--- src/rtl/loader_pkg.sv ---
// Shared types and constants for the UART-to-RAM loader.
package loader_pkg;

    typedef enum logic [2:0] {
        IDLE,
        RECV,
        WRITE,
        CSUM,
        DONE,
        ERR
    } loader_state_e;

    localparam int unsigned CSUM_W = 8;

    // Bytes per RAM word; DATA_W must be a multiple of 8.
    function automatic int unsigned bpw(input int unsigned data_w);
        return data_w / 8;
    endfunction

endpackage

--- src/rtl/uart_ram_loader_if.sv ---
// RAM write port driven by the loader (master) and consumed by the RAM (slave).
interface uart_ram_loader_if #(
    parameter int unsigned DATA_W = 8,
    parameter int unsigned ADDR_W = 15
);
    logic [DATA_W-1:0] wr_data;
    logic [ADDR_W-1:0] wr_addr;
    logic              wr_en;

    modport master (output wr_data, output wr_addr, output wr_en);
    modport slave  (input  wr_data, input  wr_addr, input  wr_en);
endinterface

--- src/rtl/uart_rx.sv ---
// 8N1 UART receiver: mid-bit sampling, one-cycle uart_rx_done per byte, data held until next byte.
module uart_rx #(
    parameter int unsigned CLKS_PER_BIT = 434
) (
    input  logic       sys_clk,
    input  logic       sys_rst_n,
    input  logic       uart_rxd,
    output logic       uart_rx_done,
    output logic [7:0] uart_rx_data
);

    typedef enum logic [1:0] {RxIdle, RxStart, RxData, RxStop} rx_state_e;

    localparam logic [15:0] HalfBit = 16'(CLKS_PER_BIT / 2 - 1);
    localparam logic [15:0] FullBit = 16'(CLKS_PER_BIT - 1);

    rx_state_e   state_q;
    logic        rxd_s1_q, rxd_s2_q;
    logic [15:0] cnt_q;
    logic [2:0]  bit_idx_q;
    logic [7:0]  shift_q;

    always_ff @(posedge sys_clk or negedge sys_rst_n) begin
        if (!sys_rst_n) begin
            state_q      <= RxIdle;
            rxd_s1_q     <= 1'b1;
            rxd_s2_q     <= 1'b1;
            cnt_q        <= '0;
            bit_idx_q    <= '0;
            shift_q      <= '0;
            uart_rx_done <= 1'b0;
            uart_rx_data <= '0;
        end else begin
            rxd_s1_q     <= uart_rxd;
            rxd_s2_q     <= rxd_s1_q;
            uart_rx_done <= 1'b0;
            unique case (state_q)
                RxIdle: begin
                    cnt_q <= '0;
                    if (!rxd_s2_q) state_q <= RxStart;
                end
                RxStart: begin
                    if (cnt_q == HalfBit) begin
                        cnt_q     <= '0;
                        bit_idx_q <= '0;
                        // A start bit that is gone by mid-bit is treated as a glitch.
                        state_q   <= rxd_s2_q ? RxIdle : RxData;
                    end else begin
                        cnt_q <= cnt_q + 16'd1;
                    end
                end
                RxData: begin
                    if (cnt_q == FullBit) begin
                        cnt_q   <= '0;
                        shift_q <= {rxd_s2_q, shift_q[7:1]};
                        if (bit_idx_q == 3'd7) state_q <= RxStop;
                        else bit_idx_q <= bit_idx_q + 3'd1;
                    end else begin
                        cnt_q <= cnt_q + 16'd1;
                    end
                end
                RxStop: begin
                    if (cnt_q == FullBit) begin
                        cnt_q   <= '0;
                        state_q <= RxIdle;
                        if (rxd_s2_q) begin
                            uart_rx_data <= shift_q;
                            uart_rx_done <= 1'b1;
                        end
                    end else begin
                        cnt_q <= cnt_q + 16'd1;
                    end
                end
                default: state_q <= RxIdle;
            endcase
        end
    end

endmodule

--- src/rtl/uart_ram_loader.sv ---
// Packs UART bytes little-endian into DATA_W words and writes them to RAM from load_base.
// Define UART_LOADER_CSUM_EN to require and verify a mod-256 checksum trailer byte.
module uart_ram_loader
    import loader_pkg::*;
#(
    parameter int unsigned DATA_W       = 8,
    parameter int unsigned ADDR_W       = 15,
    parameter int unsigned TIMEOUT_CYC  = 1_000_000,
    parameter int unsigned CLKS_PER_BIT = 434
) (
    input  logic              sys_clk,
    input  logic              sys_rst_n,
    input  logic              uart_rxd,
    input  logic              load_start,
    input  logic [ADDR_W-1:0] load_base,
    input  logic [ADDR_W-1:0] load_len,
    uart_ram_loader_if.master ram_wr,
    output logic              load_busy,
    output logic              load_done,
    output logic              load_err,
    output logic [CSUM_W-1:0] load_csum
);

    localparam int unsigned BPW = bpw(DATA_W);
    localparam int unsigned BCW = (BPW > 1) ? $clog2(BPW) : 1;

    logic              uart_rx_done;
    logic [7:0]        uart_rx_data;
    logic              d0, d1, rx_pulse;
    loader_state_e     state_q;
    logic [ADDR_W-1:0] base_q, len_q, word_cnt_q;
    logic [BCW-1:0]    byte_cnt_q;
    logic [DATA_W-1:0] shift_q, word_next;
    logic [31:0]       timer_q;
    logic              last_lane, last_word, timeout_hit;

    uart_rx #(
        .CLKS_PER_BIT(CLKS_PER_BIT)
    ) u_uart_rx (
        .sys_clk     (sys_clk),
        .sys_rst_n   (sys_rst_n),
        .uart_rxd    (uart_rxd),
        .uart_rx_done(uart_rx_done),
        .uart_rx_data(uart_rx_data)
    );

    assign rx_pulse    = d0 & ~d1;
    assign last_lane   = (byte_cnt_q == BCW'(BPW - 1));
    assign last_word   = (word_cnt_q == len_q - ADDR_W'(1));
    assign timeout_hit = (TIMEOUT_CYC != 0) && (timer_q == TIMEOUT_CYC);

    always_comb begin
        word_next = shift_q;
        word_next[8*byte_cnt_q +: 8] = uart_rx_data;
    end

    always_ff @(posedge sys_clk or negedge sys_rst_n) begin
        if (!sys_rst_n) begin
            state_q        <= IDLE;
            d0             <= 1'b0;
            d1             <= 1'b0;
            base_q         <= '0;
            len_q          <= '0;
            word_cnt_q     <= '0;
            byte_cnt_q     <= '0;
            shift_q        <= '0;
            timer_q        <= '0;
            ram_wr.wr_en   <= 1'b0;
            ram_wr.wr_addr <= '0;
            ram_wr.wr_data <= '0;
            load_busy      <= 1'b0;
            load_done      <= 1'b0;
            load_err       <= 1'b0;
            load_csum      <= '0;
        end else begin
            d0           <= uart_rx_done;
            d1           <= d0;
            ram_wr.wr_en <= 1'b0;
            unique case (state_q)
                IDLE: begin
                    if (!load_start) begin
                        load_done <= 1'b0;
                        load_err  <= 1'b0;
                    end else if (!load_done && !load_err) begin
                        base_q     <= load_base;
                        len_q      <= load_len;
                        word_cnt_q <= '0;
                        byte_cnt_q <= '0;
                        load_csum  <= '0;
                        timer_q    <= '0;
                        load_busy  <= 1'b1;
                        state_q    <= (load_len == '0) ? DONE : RECV;
                    end
                end
                RECV: begin
                    if (!load_start) begin
                        load_busy <= 1'b0;
                        state_q   <= IDLE;
                    end else if (rx_pulse) begin
                        timer_q   <= '0;
                        load_csum <= load_csum + uart_rx_data;
                        shift_q   <= word_next;
                        if (last_lane) begin
                            byte_cnt_q     <= '0;
                            ram_wr.wr_en   <= 1'b1;
                            ram_wr.wr_addr <= base_q + word_cnt_q;
                            ram_wr.wr_data <= word_next;
                            state_q        <= WRITE;
                        end else begin
                            byte_cnt_q <= byte_cnt_q + BCW'(1);
                        end
                    end else if (timeout_hit) begin
                        // Any partially assembled word is simply dropped.
                        load_err  <= 1'b1;
                        load_busy <= 1'b0;
                        state_q   <= ERR;
                    end else begin
                        timer_q <= timer_q + 32'd1;
                    end
                end
                WRITE: begin
                    word_cnt_q <= word_cnt_q + ADDR_W'(1);
                    if (!load_start) begin
                        load_busy <= 1'b0;
                        state_q   <= IDLE;
                    end else if (last_word) begin
`ifdef UART_LOADER_CSUM_EN
                        state_q <= CSUM;
`else
                        load_done <= 1'b1;
                        load_busy <= 1'b0;
                        state_q   <= DONE;
`endif
                    end else begin
                        state_q <= RECV;
                    end
                end
`ifdef UART_LOADER_CSUM_EN
                CSUM: begin
                    if (!load_start) begin
                        load_busy <= 1'b0;
                        state_q   <= IDLE;
                    end else if (rx_pulse) begin
                        load_busy <= 1'b0;
                        if (uart_rx_data == load_csum) begin
                            load_done <= 1'b1;
                            state_q   <= DONE;
                        end else begin
                            load_err <= 1'b1;
                            state_q  <= ERR;
                        end
                    end else if (timeout_hit) begin
                        load_err  <= 1'b1;
                        load_busy <= 1'b0;
                        state_q   <= ERR;
                    end else begin
                        timer_q <= timer_q + 32'd1;
                    end
                end
`endif
                DONE: begin
                    load_done <= 1'b1;
                    load_busy <= 1'b0;
                    state_q   <= IDLE;
                end
                ERR: begin
                    load_err  <= 1'b1;
                    load_busy <= 1'b0;
                    state_q   <= IDLE;
                end
                default: state_q <= IDLE;
            endcase
        end
    end

endmodule
--- src/flat_wrapper.sv ---
// flat-port wrapper written by rule: the top's interface ports become plain ports
module uart_ram_loader_flat import loader_pkg::*;
#(
    parameter int unsigned DATA_W       = 8,
    parameter int unsigned ADDR_W       = 15,
    parameter int unsigned TIMEOUT_CYC  = 1_000_000,
    parameter int unsigned CLKS_PER_BIT = 434
)
  (sys_clk, sys_rst_n, uart_rxd, load_start, load_base, load_len, load_busy, load_done, load_err, load_csum, ram_wr_wr_data, ram_wr_wr_addr, ram_wr_wr_en);
  uart_ram_loader_if #(.DATA_W(DATA_W), .ADDR_W(ADDR_W)) ram_wr_i ();
  input  logic sys_clk;
  input  logic sys_rst_n;
  input  logic uart_rxd;
  input  logic load_start;
  input  logic [ADDR_W-1:0] load_base;
  input  logic [ADDR_W-1:0] load_len;
  output logic load_busy;
  output logic load_done;
  output logic load_err;
  output logic [CSUM_W-1:0] load_csum;
  output wire logic [$bits(ram_wr_i.wr_data)-1:0] ram_wr_wr_data;
  output wire logic [$bits(ram_wr_i.wr_addr)-1:0] ram_wr_wr_addr;
  output wire logic [$bits(ram_wr_i.wr_en)-1:0] ram_wr_wr_en;
  assign ram_wr_wr_data = ram_wr_i.wr_data;
  assign ram_wr_wr_addr = ram_wr_i.wr_addr;
  assign ram_wr_wr_en = ram_wr_i.wr_en;
  uart_ram_loader #(.DATA_W(DATA_W), .ADDR_W(ADDR_W), .TIMEOUT_CYC(TIMEOUT_CYC), .CLKS_PER_BIT(CLKS_PER_BIT)) u_core (.sys_clk(sys_clk), .sys_rst_n(sys_rst_n), .uart_rxd(uart_rxd), .load_start(load_start), .load_base(load_base), .load_len(load_len), .ram_wr(ram_wr_i), .load_busy(load_busy), .load_done(load_done), .load_err(load_err), .load_csum(load_csum));
endmodule
--- config.mk ---
export PLATFORM = sky130hd
export DESIGN_NAME = uart_ram_loader_flat
export DESIGN_NICKNAME = d
export VERILOG_FILES = /design/src/rtl/loader_pkg.sv /design/src/rtl/uart_ram_loader_if.sv /design/src/rtl/uart_rx.sv /design/src/rtl/uart_ram_loader.sv /design/src/flat_wrapper.sv
export SDC_FILE = /design/constraint.sdc
export NUM_CORES = 1
export LEC_CHECK = 0
export CAP_MARGIN = 10
export CORE_AREA = 2 2 126 128
export CTS_CLUSTER_SIZE = 12
export DETAILED_ROUTE_END_ITERATION = 10
export DIE_AREA = 0 0 128 130
export GPL_TIMING_DRIVEN = 0
export PLACE_DENSITY = 0.74
export SLEW_MARGIN = 15
export SYNTH_ARGS = -nofsm -noshare
export SYNTH_HDL_FRONTEND = slang
export SYNTH_SLANG_ARGS = --single-unit
--- constraint.sdc ---
create_clock -name sys_clk -period 4 [get_ports sys_clk]
set_clock_uncertainty 0.05 [all_clocks]
set_input_delay 0.8 -clock sys_clk [delete_from_list [all_inputs] [get_ports sys_clk]]
set_output_delay 0.8 -clock sys_clk [all_outputs]
set_load 0.01 [all_outputs]
==> results.json <==
{
  "status": "finished, final reports clean",
  "cts_tree": "yes",
  "grt_pass1_vias": 6126,
  "p_sw_w": 0.001603,
  "pwr-share-clk": 0.348,
  "cts_buffer_depth": 2,
  "synth_seq_area_share": 0.4728,
  "async_reset_ff_frac": 1.000,
  "setup_tns_ns": 0,
  "clock_latency_ns": 0.43,
  "overflow": 0,
  "post-route-drc-count": 0,
  "die_x_um": 128,
  "antenna_found_initial": 1,
  "portBuffers": 68,
  "hold_class": "in -> async",
  "syn_nets": 908,
  "cts.clk_slew.worst_paths_ns": 0.06,
  "num_vias": 6433,
  "min_period_ns": 3.202,
  "ys.warnings.count": 0,
  "synth_edf_count": 0,
  "cp_data_required_time_ns": 4.24,
  "post-cts-setup-buffer-count": 0,
  "layout_common_cells": "dfrtp_1 (155), nand2_1 (112), nor2_1 (86)",
  "synth_ff_type": "dfrtp_1",
  "synth.distinct_cells": 70,
  "gp_congestion": 0.8546,
  "synth-seq-cells": 157,
  "max_cap_viol_count": 0,
  "hold_violations": 0,
  "h-tree-depth": 4,
  "drtIter0Drc": 364,
  "cp.arrival_ns": 3.44,
  "wl_um": 17910,
  "path_max_fanout": 10,
  "power_density_nw_per_um2": 500.9,
  "drv_slew": 0,
  "row_count": 46,
  "whs_ns": 0.2812,
  "layout.nets": 996,
  "grt_use_total": 0.2291,
  "die_h_um": 130,
  "cts_num_sinks": 157,
  "worstSetupPathType": "in -> reg",
  "die_area_um2": 16640,
  "ant_nets": 0,
  "syn_area_um2": 8315,
  "drt_first_pass_iters": 7,
  "dp_hpwl_um": 12750,
  "syn_to_final_growth_pct": 19.18,
  "cts_resized": 0,
  "grt_max_degree": 90,
  "max_freq_mhz": 312.3,
  "sw_frac_of_total": 0.3229,
  "cp-start-kind": "input port",
  "finalSetupViolCount": 0,
  "syn_area_per_cell_um2": 9.876,
  "vias_per_cell": 5.668,
  "hold_buffers": 0,
  "io_pins": 69,
  "initial_core_util": 0.5391,
  "relSlewSlack": 0.4097,
  "finalCritPeriodShare": 0.8006,
  "power_frac_comb": 0.252,
  "tightest_slew_ns": 0.8731,
  "seq_power_share": 0.400,
  "internal_power_w": 0.003362,
  "clock-root-buffer": "clkbuf_16",
  "end_kind": "register",
  "route.detailed.wl_per_inst_um": 15.78,
  "cts_buffers": 17,
  "diodes": 0,
  "grt_pass1_wl_um": 30050,
  "drive_gt1_frac": 0.09862,
  "synth_cells": 842,
  "rsz0062_at_grt": "no",
  "vdd_ir_drop_max_uv": 345.3,
  "cellLeakagePower_nw": 4.472,
  "layout_commonest_cell": "dfrtp_1",
  "core_area_um2": 15420,
  "utilization": 0.6425
}
flip-flops by register name, summed over array words and instances, names as in the netlist, 3 cells and up, named ones only:
name and cells:
u_core.len_q 15, u_core.state_q 3, u_core.timer_q 32, u_core.load_csum 8, u_core.ram_wr.wr_data 8, u_core.base_q 15, u_core.word_cnt_q 15, u_core.u_uart_rx.bit_idx_q 3
u_core.u_uart_rx.shift_q 8, u_core.ram_wr.wr_addr 15, u_core.u_uart_rx.uart_rx_data 8, u_core.u_uart_rx.cnt_q 16
power groups by stage:
| stage | Clock (W) | Combinational [W] | Sequential, W |
|---|---|---|---|
| after global routing | 0.00184 | 0.00140 | 0.00202 |
| after floorplan | 0 | 0.000933 | 0.00196 |
| after global placement | 0 | 0.00121 | 0.00200 |
| final | 0.00173 | 0.00125 | 0.00199 |
| after detailed placement | 0 | 0.00124 | 0.00201 |
| after CTS | 0.00176 | 0.00125 | 0.00198 |
cell type report:
cell class | instances | area (µm²)
plain buffers | 27 | 110.1
multi-input cells | 634 | 4190
clock buffers | 18 | 439.2
clock inverters | 14 | 196.4
fillers | 1253 | 5514
well taps | 192 | 240.2
flip-flops and latches | 157 | 3931
inverters | 24 | 90.09
repair buffers | 69 | 713.2
logic make-up (layout without fill, tap and decap cells):
logic type	count (synthesis)	after routing	synth area share
mux	40	40	0.05402
compound gates	117	117	0.09359
simple gates	365	365	0.2213
xor+xnor	80	80	0.08426
fa+ha+maj	32	32	0.04996
buf+inv	51	152	0.02407
flops	157	157	0.4728
per-stage QoR:
stage / instances / cell area [µm²] / total power (W) / setup WS (ns)
4_1_cts: 1135 / 9905 / 0.004993 / 0.8802
5_1_grt: 1135 / 9911 / 0.005251 / 0.6385
2_1_floorplan: 842 / 8315 / 0.002891 / 1.529
3_3_place_gp: 1102 / 9236 / 0.003212 / -4.263
3_5_place_dp: 1103 / 9269 / 0.003246 / 0.4729
6_report: 1135 / 9911 / 0.004965 / 0.7978
synth_stat cells, types with 4 or more instances:
| cell | number | area share |
|---|---|---|
| a31oi_1 | 4 | 0.0030 |
| nand2_1 | 112 | 0.051 |
| o211ai_1 | 4 | 0.0036 |
| a21oi_1 | 17 | 0.010 |
| o21ai_0 | 37 | 0.022 |
| o21ai_1 | 10 | 0.0060 |
| and4_1 | 6 | 0.0063 |
| xnor2_1 | 22 | 0.023 |
| or3_1 | 6 | 0.0045 |
| a22o_1 | 4 | 0.0042 |
| inv_1 | 23 | 0.010 |
| clkbuf_1 | 21 | 0.0095 |
| buf_1 | 4 | 0.0018 |
| and3_1 | 10 | 0.0075 |
| nand4_1 | 30 | 0.023 |
| dfrtp_1 | 155 | 0.47 |
| o31ai_1 | 4 | 0.0036 |
| nor2b_1 | 7 | 0.0053 |
| ha_1 | 30 | 0.045 |
| xor2_1 | 58 | 0.061 |
| nor2_1 | 86 | 0.039 |
| a21o_1 | 6 | 0.0054 |
| mux2_2 | 36 | 0.049 |
| nor4b_1 | 5 | 0.0053 |
| nor3_1 | 24 | 0.014 |
| nand2b_1 | 4 | 0.0030 |
| nand3_1 | 30 | 0.018 |
| a211oi_1 | 5 | 0.0045 |
| nand3b_1 | 4 | 0.0036 |
| nor4_1 | 9 | 0.0068 |
| and2_1 | 7 | 0.0053 |
path summary, 6_finish.rpt:
path                            slack, ns                                   end                           startpoint  depth (start not counted)
worst max register to register       1.03        u_core.timer_q[22]$_DFFE_PN0P_        u_core.timer_q[0]$_DFFE_PN0P_                         10
worst min register to register       0.31   u_core.u_uart_rx.rxd_s2_q$_DFF_PN1_  u_core.u_uart_rx.rxd_s1_q$_DFF_PN1_                          0
worst max-delay path                 0.80        u_core.timer_q[22]$_DFFE_PN0P_                           load_start                          8
worst min-delay path                 0.28  u_core.u_uart_rx.cnt_q[11]$_DFF_PN0_                            sys_rst_n                          1
min in group sys_clk                 0.31   u_core.u_uart_rx.rxd_s2_q$_DFF_PN1_  u_core.u_uart_rx.rxd_s1_q$_DFF_PN1_                          0
max in group asynchronous            2.82           u_core.len_q[4]$_DFFE_PN0P_                            sys_rst_n                          2
critical path, cell delays in order:
cell	delay, ns
clkdlybuf4s50_1	0.59
and2_1	0.21
o21ai_1	0.19
nor4b_1	0.78
clkbuf_1	0.43
nand4_1	0.21
xor2_1	0.19
nor2_1	0.05
per-layer routing:
layer / share of wire / GRT usage
met1: 0.48 / 0.3235
met2: 0.47 / 0.3586
met3: 0.035 / 0.05125
met4: 0.015 / 0.06723
met5: 0.00073 / 0
Power figures use the tool's default switching activity.
